## config.mk

```make
export PLATFORM = sky130hd
export DESIGN_NAME = alu_md_unit
export DESIGN_NICKNAME = d
export VERILOG_FILES = /design/src/rtl/alu_pkg.sv /design/src/rtl/alu_iter_muldiv.sv /design/src/rtl/alu_md_unit.sv
export SDC_FILE = /design/constraint.sdc
export NUM_CORES = 1
export LEC_CHECK = 0
export BUFFER_PORTS_ARGS = -buffer_cell sky130_fd_sc_hd__buf_2
export CAP_MARGIN = 20
export CELL_PAD_IN_SITES_DETAIL_PLACEMENT = 0
export CELL_PAD_IN_SITES_GLOBAL_PLACEMENT = 1
export CORE_ASPECT_RATIO = 0.7
export CORE_MARGIN = 2
export CORE_UTILIZATION = 37
export DETAILED_ROUTE_END_ITERATION = 8
export MAX_ROUTING_LAYER = met4
export PLACE_DENSITY_LB_ADDON = 0.25
export SLEW_MARGIN = 20
export SYNTH_ARGS = -nofsm -noshare
export SYNTH_HDL_FRONTEND = slang
export SYNTH_SLANG_ARGS = --single-unit
export TNS_END_PERCENT = 5
```

## constraint.sdc

```tcl
create_clock -name clk -period 0.8 [get_ports clk]
set_input_delay 0.16 -clock clk [delete_from_list [all_inputs] [get_ports clk]]
set_output_delay 0.16 -clock clk [all_outputs]
set_load 0.03 [all_outputs]
```

## src/rtl/alu_pkg.sv

```systemverilog
// Shared definitions for alu_md_unit: operation codes, handshake FSM states and
// the fill value returned for illegal operation codes.
package alu_pkg;

  localparam logic [3:0] OpAnd   = 4'b0000;
  localparam logic [3:0] OpOr    = 4'b0001;
  localparam logic [3:0] OpAdd   = 4'b0010;
  localparam logic [3:0] OpSub   = 4'b0011;
  localparam logic [3:0] OpXor   = 4'b0100;
  localparam logic [3:0] OpNor   = 4'b0101;
  localparam logic [3:0] OpSlt   = 4'b0110;
  localparam logic [3:0] OpSltu  = 4'b0111;
  localparam logic [3:0] OpMultu = 4'b1000;
  localparam logic [3:0] OpDivu  = 4'b1001;
  localparam logic [3:0] OpMfhi  = 4'b1010;
  localparam logic [3:0] OpMflo  = 4'b1011;

  typedef enum logic [1:0] {
    StIdle,
    StBusy,
    StDone
  } state_e;

  // Replicated across the datapath width to form the illegal-op result.
  localparam logic IllegalResultBit = 1'b0;

endpackage

```

## src/rtl/alu_iter_muldiv.sv

```systemverilog
// Iterative unsigned engine: shift-add multiply or restoring divide, one step per
// step_i cycle for Width steps. hi_o/lo_o present the post-step values for capture on done_o.
module alu_iter_muldiv
  import alu_pkg::*;
#(
  parameter int unsigned Width = 32
) (
  input  logic             clk_i,
  input  logic             rst_ni,
  input  logic             start_i,
  input  logic             div_i,
  input  logic             step_i,
  input  logic [Width-1:0] a_i,
  input  logic [Width-1:0] b_i,
  output logic             done_o,
  output logic [Width-1:0] hi_o,
  output logic [Width-1:0] lo_o
);

  localparam int unsigned CntW = $clog2(Width) + 1;

  logic [CntW-1:0]  cnt_q, cnt_d;
  logic             div_q, div_d;
  logic [Width-1:0] hi_q, hi_d, lo_q, lo_d, b_q, b_d;
  logic [Width:0]   mul_sum, rem_shift, rem_sub;

  always_comb begin
    cnt_d     = cnt_q;
    div_d     = div_q;
    hi_d      = hi_q;
    lo_d      = lo_q;
    b_d       = b_q;
    mul_sum   = {1'b0, hi_q} + (lo_q[0] ? {1'b0, b_q} : {(Width + 1){1'b0}});
    rem_shift = {hi_q, lo_q[Width-1]};
    rem_sub   = rem_shift - {1'b0, b_q};
    if (start_i) begin
      cnt_d = CntW'(Width - 1);
      div_d = div_i;
      hi_d  = '0;
      // lo holds the multiplier or dividend; b holds the multiplicand or divisor.
      lo_d  = div_i ? a_i : b_i;
      b_d   = div_i ? b_i : a_i;
    end else if (step_i) begin
      if (cnt_q != '0) cnt_d = cnt_q - CntW'(1);
      if (div_q) begin
        if (rem_shift >= {1'b0, b_q}) begin
          hi_d = rem_sub[Width-1:0];
          lo_d = {lo_q[Width-2:0], 1'b1};
        end else begin
          hi_d = rem_shift[Width-1:0];
          lo_d = {lo_q[Width-2:0], 1'b0};
        end
      end else begin
        {hi_d, lo_d} = {mul_sum, lo_q[Width-1:1]};
      end
    end
  end

  always_ff @(posedge clk_i or negedge rst_ni) begin
    if (!rst_ni) begin
      cnt_q <= '0;
      div_q <= 1'b0;
      hi_q  <= '0;
      lo_q  <= '0;
      b_q   <= '0;
    end else begin
      cnt_q <= cnt_d;
      div_q <= div_d;
      hi_q  <= hi_d;
      lo_q  <= lo_d;
      b_q   <= b_d;
    end
  end

  assign done_o = step_i && (cnt_q == '0);
  assign hi_o   = hi_d;
  assign lo_o   = lo_d;

endmodule

```

## src/rtl/alu_md_unit.sv

```systemverilog
// Execute-stage ALU with valid/ready result handshake. Define ALU_MULDIV_EN to build the
// iterative MULTU/DIVU engine and HI/LO registers; otherwise those codes are illegal.
module alu_md_unit
  import alu_pkg::*;
#(
  parameter int unsigned WIDTH = 32
) (
  input  logic             clk,
  input  logic             rst_n,
  input  logic             in_valid,
  output logic             in_ready,
  input  logic [3:0]       alu_control,
  input  logic [WIDTH-1:0] operand1,
  input  logic [WIDTH-1:0] operand2,
  input  logic             flush,
  output logic             out_valid,
  output logic [WIDTH-1:0] alu_result,
  output logic             zero,
  output logic [WIDTH-1:0] hi,
  output logic [WIDTH-1:0] lo
);

  logic             accept;
  logic             out_valid_q, out_valid_d;
  logic             zero_q, zero_d;
  logic [WIDTH-1:0] result_q, result_d;
  logic [WIDTH-1:0] single_res;

`ifdef ALU_MULDIV_EN
  state_e           state_q, state_d;
  logic [WIDTH-1:0] hi_q, hi_d, lo_q, lo_d;
  logic [WIDTH-1:0] eng_hi, eng_lo;
  logic             eng_start, eng_step, eng_done;
  logic             is_mul, is_div;
`endif

  always_comb begin
    single_res = {WIDTH{IllegalResultBit}};
    unique case (alu_control)
      OpAnd:   single_res = operand1 & operand2;
      OpOr:    single_res = operand1 | operand2;
      OpAdd:   single_res = operand1 + operand2;
      OpSub:   single_res = operand1 - operand2;
      OpXor:   single_res = operand1 ^ operand2;
      OpNor:   single_res = ~(operand1 | operand2);
      OpSlt:   single_res = WIDTH'($signed(operand1) < $signed(operand2));
      OpSltu:  single_res = WIDTH'(operand1 < operand2);
`ifdef ALU_MULDIV_EN
      OpMfhi:  single_res = hi_q;
      OpMflo:  single_res = lo_q;
`endif
      default: single_res = {WIDTH{IllegalResultBit}};
    endcase
  end

`ifdef ALU_MULDIV_EN
  assign in_ready = (state_q == StIdle);
  assign accept   = in_valid && in_ready;
  assign is_mul   = (alu_control == OpMultu);
  assign is_div   = (alu_control == OpDivu);

  alu_iter_muldiv #(
    .Width(WIDTH)
  ) u_engine (
    .clk_i  (clk),
    .rst_ni (rst_n),
    .start_i(eng_start),
    .div_i  (is_div),
    .step_i (eng_step),
    .a_i    (operand1),
    .b_i    (operand2),
    .done_o (eng_done),
    .hi_o   (eng_hi),
    .lo_o   (eng_lo)
  );

  always_comb begin
    state_d     = state_q;
    out_valid_d = 1'b0;
    result_d    = result_q;
    zero_d      = zero_q;
    hi_d        = hi_q;
    lo_d        = lo_q;
    eng_start   = 1'b0;
    eng_step    = 1'b0;
    unique case (state_q)
      StIdle: begin
        if (accept) begin
          if (is_mul || (is_div && operand2 != '0)) begin
            state_d   = StBusy;
            eng_start = 1'b1;
          end else if (is_div) begin
            // Divide by zero skips the engine and completes straight away.
            state_d     = StDone;
            hi_d        = operand1;
            lo_d        = '1;
            result_d    = '1;
            zero_d      = 1'b0;
            out_valid_d = 1'b1;
          end else begin
            result_d    = single_res;
            zero_d      = (single_res == '0);
            out_valid_d = 1'b1;
          end
        end
      end
      StBusy: begin
        if (flush) begin
          state_d = StIdle;
        end else begin
          eng_step = 1'b1;
          if (eng_done) begin
            state_d     = StDone;
            hi_d        = eng_hi;
            lo_d        = eng_lo;
            result_d    = eng_lo;
            zero_d      = (eng_lo == '0);
            out_valid_d = 1'b1;
          end
        end
      end
      StDone:  state_d = StIdle;
      default: state_d = StIdle;
    endcase
  end

  always_ff @(posedge clk or negedge rst_n) begin
    if (!rst_n) begin
      state_q     <= StIdle;
      out_valid_q <= 1'b0;
      result_q    <= '0;
      zero_q      <= 1'b1;
      hi_q        <= '0;
      lo_q        <= '0;
    end else begin
      state_q     <= state_d;
      out_valid_q <= out_valid_d;
      result_q    <= result_d;
      zero_q      <= zero_d;
      hi_q        <= hi_d;
      lo_q        <= lo_d;
    end
  end

  assign hi = hi_q;
  assign lo = lo_q;
`else
  logic unused_flush;
  assign unused_flush = flush;
  assign in_ready     = 1'b1;
  assign accept       = in_valid;

  always_comb begin
    out_valid_d = accept;
    result_d    = result_q;
    zero_d      = zero_q;
    if (accept) begin
      result_d = single_res;
      zero_d   = (single_res == '0);
    end
  end

  always_ff @(posedge clk or negedge rst_n) begin
    if (!rst_n) begin
      out_valid_q <= 1'b0;
      result_q    <= '0;
      zero_q      <= 1'b1;
    end else begin
      out_valid_q <= out_valid_d;
      result_q    <= result_d;
      zero_q      <= zero_d;
    end
  end

  assign hi = '0;
  assign lo = '0;
`endif

  assign out_valid  = out_valid_q;
  assign alu_result = result_q;
  assign zero       = zero_q;

endmodule

```

Word level (Yosys, flattened, before mapping) --
Index checks and enable logic that the tools add are counted.
Cells by class: $mul 0, equality and inequality tests 7, reductions and logical operators 2, shifts and indexed selects 0, bitwise operators 4, magnitude comparators 2, add/sub/neg operators 2, mux-type cells 1, div/mod/pow operators 0
Operators by type and width (number):
- case mux 32 bit (8 select lines) | 1
- < comparator 32 bit | 2
- adder 32 bit | 1
- bitwise AND 32 bit | 1
- zero test 32 bit | 1
- NOT 32 bit | 1
- bitwise OR 32 bit | 1
- subtractor 32 bit | 1
- XOR 32 bit | 1
- equality test 4 x 3 -> 1 bit, second input constant | 4
- equality test 4 x 2 -> 1 bit, second input constant | 2
- equality test 4 x 1 -> 1 bit, second input constant | 1
- zero test 4 bit | 1
Storage, ports and cells: word-level logic and storage cells 21, register bits after elaboration 34, output and inout bits 99, bits in writable memories 0, memories 0, bits in read-only memories 0, bits in latches 0, input port bits 72

Longest topological paths before layout --
Gate-level depths: netlist of run 1.
word-level depth 4, mapped depth 14, gate-level depth less buffers 14

Worst setup path before layout of run 1 --
OpenSTA, ideal clock, no wires.
path kind input to register, start in operand1[0], end reg zero_q, in the netlist zero, data arrival time 3.979 ns, path buffers 0, library setup time 0.089 ns, required time 0.711 ns, slack -3.269 ns, stages on the path 14, cells stage by stage inv_1 > ha_1 > fa_1 > o21ba_1 > or4_4 > nand2_4 > mux2i_1 > or4b_4 > nor4b_2 > nand4_1 > or3_1 > or4_1 > or4_1 > o32ai_2
Between the ends: longest elaborated chain between the ends 4, elaborated cells between the ends (all ways) 10, those cells by class add/sub: 2; order compare: 2; mux: 1; bitwise: 4; reduce/logical: 1
RTL lines:
- from (decl) | line alu_md_unit.sv:13 | input logic [WIDTH-1:0] operand1,
- branches (longest 2 deep; another with subtractor 32 bit)
- case mux 32 bit (8 select lines) (*) | line alu_md_unit.sv:39 | unique case (alu_control)
- zero test 32 bit (*) | line alu_md_unit.sv:159 | zero_d = (single_res == '0);
- to (signal assigned) | line alu_md_unit.sv:171 | zero_q <= zero_d;
- to (decl) | line alu_md_unit.sv:25 | logic zero_q, zero_d;
Mark *: on every way between the ends. A chain may end at the register's enable or synchronous reset.

Worst setup path in the final report of run 1 --
Same ends and word-level chain as after synthesis.

==> results_dict.tcl, run 1 <==
set metrics [dict create \
    syn_avg_cell_area_um2 7.31 \
    dp_hpwl_um 26200 \
    reg2reg_depth 2 \
    drt-total-wl_um 31500 \
    yosys-top-cells-count "101 x a21oi_1, 99 x ha_1, 92 x inv_1" \
    insertedDiodeCount 0 \
    pwr_density_cell_nw_per_um2 1110 \
    cts_root_buf "clkbuf_16" \
    antenna_left 0 \
    max_cap_viol_count 0 \
    preCtsSetupSlack_ns -3.44 \
    synthArstFlopShare 1.00 \
    grt_pass1_vias 8543 \
    antenna_found_initial 0 \
    synth_cells 1025 \
    tightest_slew_ns 0.876 \
    fp.dieArea_um2 21400 \
    worstPathArrival_ns 3.98 \
    setup_slack_ns -3.00 \
    drive_gt1_frac 0.433 \
    clock.fmax_mhz 263 \
    viasPerCell 5.21 \
    r2r_slack_ns -0.01 \
    drt_first_pass_iters 5 \
    cts.sinks 34 \
    min_path_type "in2async" \
    yosysWarningCount 0 \
    drc 0 \
    critPathMaxFanout 3 \
    clk_latency_ns 0.27 \
    period_share 4.75 \
    critical-path-max-stage-delay_ns 0.49 \
    die_w_um 174 \
    end_kind "flop" \
    synth_edf_count 0 \
    synth_mux_area_frac 0.0269 \
    p_leak_nw 6.03 \
    synth-xor-area-share 0.0280 \
    synthFlopType "dfrtp_1" \
    synth-compound-area-share 0.304 \
    htreeDepth 2 \
    cp-start-kind "input port" \
    outcome "complete, but fails checks" \
    grt_use_total 0.297 \
    regToRegStartpoint "zero" \
    cts_buffer_depth 2 \
    placed_area_um2 11000 \
    synth-simple-area-share 0.200 \
    r2r-end "zero" \
    tritoncts "built" \
    clk_pin_slew_worst_paths_ns 0.05 \
    path_cells "buf_6, inv_12, ha_4, fa_2, o21ba_1, or4_4, nand2_4, mux2i_1, or4b_4, nor4b_2, nand4_1, or3_1, or4_4, or4_4, o32ai_2" \
    yosysSeqAreaShare 0.114 \
    grt_start_max_net_pins 59 \
    avgRoutedWirePerCell_um 17.9 \
    ys_top_cells_by_area "ha_1 17%, dfrtp_1 11%, a21oi_1 6.7%" \
    rsz0062_at_grt "true" \
    initial_core_util 0.378 \
    gp_congestion 0.960 \
    fin_crit_ns 3.80 \
    holdWs_ns 0.296 \
    cp_slowest_cell "or4b_4" \
    path_common_cell "or4_4" \
    yosysMostFrequentCell "a21oi_1" \
    grt_pass1_wl_um 48300 \
    final_util 0.602 \
    vias 9184 \
    slew_headroom 0.414 \
    final_cells 1763 \
    numCtsBuffers 5 \
    report.final.hold_viol_count 0 \
    final_area_um2 12000 \
    vdd_drop_max_mv 0.943 \
    crit_type "in2reg" \
    coreArea_um2 19900 \
    setup_violations 67 \
    area_delta_synth_final_pct 59.6 \
    violations "negative setup slack" \
    ys_types 104 \
    required_ns 0.98 \
    synthesis.area_um2 7490 \
    die_y_um 123 \
    grt-ovfl-total 0 \
    nets 1665 \
    synth_top_family_by_area "compound AO/OA/AOI/OAI gates" \
    io_pins 171 \
    synth_fa_ha_area_frac 0.171 \
    yosysTopAreaCellShare 0.165 \
    row_count 43 \
    place_inst 1748 \
    io_buffers 104 \
    ys_ff_latch 34 \
    drt_iter0_markers 973 \
    synth_top_cell_by_area "ha_1" \
    drv_slew 0 \
    skew_ns 0 \
]
[kinds of logic (layout without fill, tap and decap cells)]
family                     after synthesis  in the layout
xor gates and xnor gates                24             24
AOI/OAI and AO/OA                      335            335
adders and majority gates              101            101
DFF                                     34             34
buffers and inverters                  219            624
other                                    2             65
muxes                                   19             19
and+or+nand+nor                        291            291
[cell usage in the layout (no fill, tap or decap), drive strengths merged, types with 5 or more instances in the layout]
master	Yosys	final
mux2i	10	10
a21o	18	18
a22oi	11	11
o311ai	6	6
or4	7	7
o31ai	6	6
or3	8	8
nand3	17	17
dfrtp	33	33
nand2	73	73
nor2b	9	9
nor2	78	78
clkbuf	42	7
and2	6	6
a31oi	11	11
a21oi	102	102
and3	5	5
or2	5	5
a211oi	15	15
xnor2	23	23
nor3b	7	7
o21ai	57	57
conb	2	65
o21a	5	5
mux2	9	9
o21bai	12	12
nand2b	9	9
nor4	7	7
inv	95	95
o211ai	10	10
nand3b	6	6
buf	79	517
ha	99	99
a221oi	9	9
nor3	30	30
o21ba	5	5
a221o	13	13
nand4	8	8
[state kept, by name, indices dropped and copies added, names as in the netlist]
signal,cells
alu_result,32
zero,1
out_valid,1
[how the worst max path moves through the flow]
stage / start / endpoint / slack (ns) / cells after the start
final: operand1[0] / zero / -3.00 / 15
after global routing: operand1[0] / zero / -3.11 / 15
after CTS: operand1[0] / zero / -2.98 / 15
after detailed placement: operand1[0] / zero / -3.44 / 15
after global placement: operand1[0] / zero / -3.39 / 15
after floorplan: operand1[0] / zero / -2.97 / 14
[layout make-up]
cell class              instances  area, um^2
flip-flops and latches         34         852
well taps                     270         338
clock inverters                 3        68.8
multi-input cells             835        6170
clock buffers                   5         125
fillers                      1816        7890
repair buffers                520        4030
inverters                      96         378
[per-layer routing]
metal | global-route usage | up-vias | routed length, um
li1 | - | 4485 | -
met1 | 0.459 | 4327 | 16200
met2 | 0.411 | 354 | 12400
met3 | 0.0421 | 18 | 2620
met4 | 0.0389 | 0 | 250
met5 | - | - | 0
[where the power goes]
| group | internal, W | switching (W) | total (W) |
|---|---|---|---|
| Sequential | 0.00193 | 0.000172 | 0.00210 |
| Clock | 0.00179 | 0.000669 | 0.00246 |
| Combinational | 0.00406 | 0.00466 | 0.00872 |
[critical path: cells and delay by family]
| kind | cells | cell delay, ns |
|---|---|---|
| muxes | 1 | 0.08 |
| AOI/OAI and AO/OA | 2 | 0.42 |
| and+or+nand+nor | 8 | 2.66 |
| buffers and inverters | 2 | 0.14 |
| adders and majority gates | 2 | 0.51 |
[metrics by stage]
step	setup TNS [ns]	power (W)
3_5_place_dp	-73.99	0.00986
6_report	-63.80	0.0133
2_1_floorplan	-51.99	0.00633
4_1_cts	-63.32	0.0130
3_3_place_gp	-74.00	0.00979
5_1_grt	-67.89	0.0140
[repair_timing]
item,4_1_cts,5_1_grt
endpoints found under the setup margin,67,77
hold buffers,1,0
pin swaps,34,10
setup buffers,7,0
endpoints found under the hold margin,9,0
resized for setup,150,46
Power figures use the tool's default switching activity.
==> run 2, diff against run 1 <==
- CORE_UTILIZATION: 37 -> 40
- clock period: 0.8 -> 4.3 ns (I/O delays scaled with it)
==> results_dict.tcl, run 2 (synthesized netlist as in run 1, its figures left out) <==
set metrics [dict create \
    outcome "complete, but fails checks" \
    violations "negative setup slack" \
    slew_headroom 0.359 \
    grt-ovfl-total 0 \
    cp_top_family "simple AND/OR/NAND/NOR gates" \
    setup_violations 1 \
    grt_use_total 0.292 \
    crit_start "operand1[0]" \
    drt_iter0_markers 1098 \
    regToRegStartpoint "zero" \
    layout_common_cells "273 x buf_4, 102 x buf_2, 100 x a21oi_1" \
    worstPathArrival_ns 4.66 \
    end_kind "flop" \
    critPathMaxFanout 3 \
    path_common_cell "or4_4" \
    clock_power_share 0.164 \
    largest_reg_flops 32 \
    vdd_drop_max_mv 0.154 \
    fillerInstances 1843 \
    clk_latency_ns 0.27 \
    cts_buffer_depth 2 \
    antenna_found_initial 0 \
    dp_hpwl_um 24200 \
    reg2reg_depth 2 \
    required_ns 4.49 \
    crit_buf_inv 2 \
    max_cap_viol_count 0 \
    vias 8679 \
    row_count 41 \
    final_common_cell "buf_4" \
    clock.fmax_mhz 223 \
    coreArea_um2 18200 \
    cp-start-kind "input port" \
    final_util 0.556 \
    intPower_w 0.00116 \
    net-switching-power_w 0.000932 \
    grt_start_max_net_pins 59 \
    die_w_um 168 \
    numCtsBuffers 5 \
    holdWs_ns 0.497 \
    preCtsSetupSlack_ns -0.646 \
    area_delta_synth_final_pct 35.1 \
    viasPerCell 5.47 \
    cp_slowest_cell "or4b_4" \
    p_sw_frac 0.446 \
    drt_first_pass_iters 5 \
    grt_pass1_wl_um 44500 \
    min_path_type "reg2reg" \
    path_cells "buf_12, inv_12, ha_4, fa_2, o21ba_4, or4_4, nand2_4, mux2i_1, or4b_4, nor4b_2, nand4_1, or3_1, or4_4, or4_4, o32ai_2" \
    io_pins 171 \
    io_buffers 104 \
    combPwrFrac 0.655 \
    antenna_left 0 \
    fp.dieArea_um2 19900 \
    drv_slew 0 \
    skew_ns 0 \
    cp.depth 15 \
    avgRoutedWirePerCell_um 18.4 \
    grt_pass1_vias 7817 \
    drc 0 \
    p_leak_nw 5.19 \
    rsz0062_at_grt "true" \
    clk_pin_slew_worst_paths_ns 0.05 \
    fin_crit_ns 4.48 \
    initial_core_util 0.412 \
    crit_type "in2reg" \
    pwr_density_cell_nw_per_um2 206 \
    die_y_um 119 \
    final_area_um2 10100 \
    htreeDepth 2 \
    cts.sinks 34 \
    period_share 1.04 \
    placed_area_um2 9880 \
    setup_slack_ns -0.175 \
    report.final.hold_viol_count 0 \
    seqPwrFrac 0.182 \
    drt-total-wl_um 29100 \
    gp_congestion 0.980 \
    nets 1524 \
    drive_gt1_frac 0.331 \
    insertedDiodeCount 0 \
    hold_depth 1 \
    cts_root_buf "clkbuf_16" \
    tightest_slew_ns 0.959 \
    critical-path-max-stage-delay_ns 0.50 \
    tritoncts "built" \
    min_from "alu_result[1]" \
]
[run 2: changes by cell type in the layout (fill, tap and decap cells not counted), moves of 4 or more]
cell / change
inv_2: -4
buf_4: -123
o21ai_2: -5
inv_1: +6
ha_1: +9
a211oi_1: +4
ha_4: -6
buf_6: -52
o21ai_0: +8
buf_2: +40
a21oi_2: -17
a21oi_1: +19
[run 2: power by group through the flow]
stage	Sequential [W]	Clock [W]	Combinational, W
after CTS	0.000379	0.000347	0.00133
after detailed placement	0.000384	0	0.00132
final	0.000379	0.000342	0.00137
after global placement	0.000383	0	0.00131
after global routing	0.000384	0.000358	0.00147
after floorplan	0.000460	0	0.000718
[run 2: routing by layer]
metal | global-route usage | vias to the layer above | part of all wire
met3 | 0.0563 | 9 | 0.11
li1 | - | 4200 | -
met5 | - | - | 0
met1 | 0.462 | 4007 | 0.51
met4 | 0.0250 | 0 | 0.0037
met2 | 0.385 | 463 | 0.38
[run 2: final cells by class]
type | count | area (um^2) | area share
Timing Repair Buffer | 379 | 2630 | 0.260
Tap cell | 236 | 295 | 0.0292
Clock buffer | 6 | 139 | 0.0137
Inverter | 96 | 373 | 0.0368
Multi-Input combinational cell | 835 | 5830 | 0.576
Sequential cell | 34 | 852 | 0.0842
[run 2: stage by stage]
step | setup TNS, ns | power [W] | cells
after floorplan | -0.172 | 0.00118 | 1088
after global placement | -0.799 | 0.00169 | 1579
after detailed placement | -0.821 | 0.00170 | 1579
after CTS | -0.198 | 0.00206 | 1586
after global routing | -0.245 | 0.00221 | 1586
final | -0.175 | 0.00209 | 1586
[run 2: worst paths after layout]
path                            slack (ns)             end
max in group asynchronous             3.18   alu_result[1]
worst min-delay path                  0.50   alu_result[1]
worst max register to register        3.54            zero
worst max-delay path                 -0.18            zero
worst min register to register        0.50   alu_result[1]
min in group asynchronous             0.65  alu_result[14]
[run 2: what timing repair did]
item	in CTS	in global routing
pin swaps	6	3
hold buffers	0	0
buffers inserted	1	0
gates resized for setup	11	14
setup endpoints to repair	1	3
==> run 3, diff against run 2 <==
- PLACE_DENSITY_LB_ADDON: 0.25 -> 0.1
==> results_dict.tcl, run 3 (synthesized netlist as in run 1, its figures left out) <==
set metrics [dict create \
    regToRegStartpoint "zero" \
    final_util 0.558 \
    setup_slack_ns -0.153 \
    largest_reg_flops 32 \
    htreeDepth 2 \
    die_y_um 119 \
    cts.sinks 34 \
    grt-ovfl-total 0 \
    min_from "alu_result[1]" \
    cp-start-kind "input port" \
    hold_buffers 0 \
    hold_end "alu_result[1]" \
    reg2reg_depth 2 \
    area_delta_synth_final_pct 35.6 \
    drive_gt1_frac 0.337 \
    hold_depth 1 \
    grt_pass1_wl_um 45100 \
    die_w_um 168 \
    tightest_slew_ns 1.03 \
    fin_setup_tns_ns -0.153 \
    fp.dieArea_um2 19900 \
    pwr_density_cell_nw_per_um2 208 \
    max_cap_viol_count 0 \
    insertedDiodeCount 0 \
    antenna_found_initial 0 \
    row_count 41 \
    drt_iter0_markers 1071 \
    io_buffers 104 \
    io_pins 171 \
    coreArea_um2 18200 \
    critPathMaxFanout 3 \
    setup_violations 1 \
    avgRoutedWirePerCell_um 18.4 \
    antenna_left 0 \
    viasPerCell 5.48 \
    layout_common_cells "274 x buf_4, 102 x buf_2, 98 x a21oi_1" \
    cts_root_buf "clkbuf_16" \
    crit_type "in2reg" \
    nets 1524 \
    rsz0062_at_grt "true" \
    clk_pin_slew_worst_paths_ns 0.05 \
    violations "negative setup slack" \
    fin_crit_ns 4.45 \
    final_common_cell "buf_4" \
    required_ns 4.49 \
    clk_latency_ns 0.28 \
    slew_headroom 0.311 \
    tritoncts "built" \
    period_share 1.04 \
    grt_start_max_net_pins 59 \
    preCtsSetupSlack_ns -0.661 \
    clock.fmax_mhz 225 \
    min_path_type "reg2reg" \
    end_kind "flop" \
    r2r_slack_ns 3.52 \
    report.final.hold_viol_count 0 \
    r2r-end "zero" \
    outcome "complete, but fails checks" \
    grt_use_total 0.295 \
    worstPathArrival_ns 4.64 \
    gp_congestion 0.989 \
    cts_buffer_depth 2 \
    vdd_drop_max_mv 0.154 \
    p_leak_nw 5.20 \
    vias 8706 \
    drt_first_pass_iters 5 \
    numCtsBuffers 5 \
    initial_core_util 0.412 \
    skew_ns 0 \
    drt-total-wl_um 29200 \
    grt_pass1_vias 7968 \
    drv_slew 0 \
    drc 0 \
    dp_hpwl_um 24100 \
]
-- run 3: repair_timing --
action | 4_1_cts | 5_1_grt
pin swaps | 5 | 4
gates resized for setup | 15 | 18
buffers inserted | 0 | 0
setup endpoints to repair | 1 | 2
-- run 3: per-layer routing --
layer  GRT usage  vias to the layer above  share of wire
met5           -                        -              0
met4      0.0272                        0         0.0063
met3      0.0429                       14          0.092
met2       0.385                      396           0.38
met1       0.477                     4090           0.53
li1            -                     4206              -
-- run 3: metrics by stage --
stage,cells,total power (W),hold slack [ns],area (um^2)
after floorplan,1088,0.00118,0.550,7770
after global placement,1580,0.00169,0.457,9880
after detailed placement,1580,0.00170,0.466,9880
after CTS,1588,0.00208,0.480,10100
after global routing,1588,0.00225,0.521,10200
final,1588,0.00211,0.482,10200
-- run 3: how the worst max path moves through the flow --
stage          slack (ns)  cells past startpoint    to         from
6_report            -0.15                     15  zero  operand1[0]
5_1_grt             -0.29                     17  zero  operand1[1]
4_1_cts             -0.15                     15  zero  operand1[0]
3_5_place_dp        -0.66                     18  zero  operand1[0]
3_3_place_gp        -0.66                     18  zero  operand1[0]
2_1_floorplan       -0.17                     14  zero  operand1[0]
-- run 3: power breakdown --
| group | total [W] | leakage, nW | internal [W] | switching, W |
|---|---|---|---|---|
| logic | 0.00137 | 4.71 | 0.000576 | 0.000799 |
| registers | 0.000379 | 0.414 | 0.000358 | 0.0000209 |
| clock network | 0.000360 | 0.0729 | 0.000229 | 0.000131 |
-- run 3: area by class of cell --
class | instances | area, um^2
fill | 1834 | 8050
multi-input combinational | 835 | 5880
timing repair buffer | 379 | 2620
sequential | 34 | 852
inverter | 96 | 373
tap | 236 | 295
clock buffer | 6 | 139
clock inverter | 2 | 12.5
-- run 3: worst max-delay path: stages --
cell     delay [ns]
buf_12         0.09
inv_12         0.03
ha_4           0.15
fa_2           0.36
o21ba_4        0.21
or4_4          0.48
nand2_4        0.12
mux2i_1        0.08
or4b_4         0.52
nor4b_4        0.26
nand4_1        0.11
or3_1          0.33
or4_4          0.42
or4_4          0.42
o32ai_2        0.20
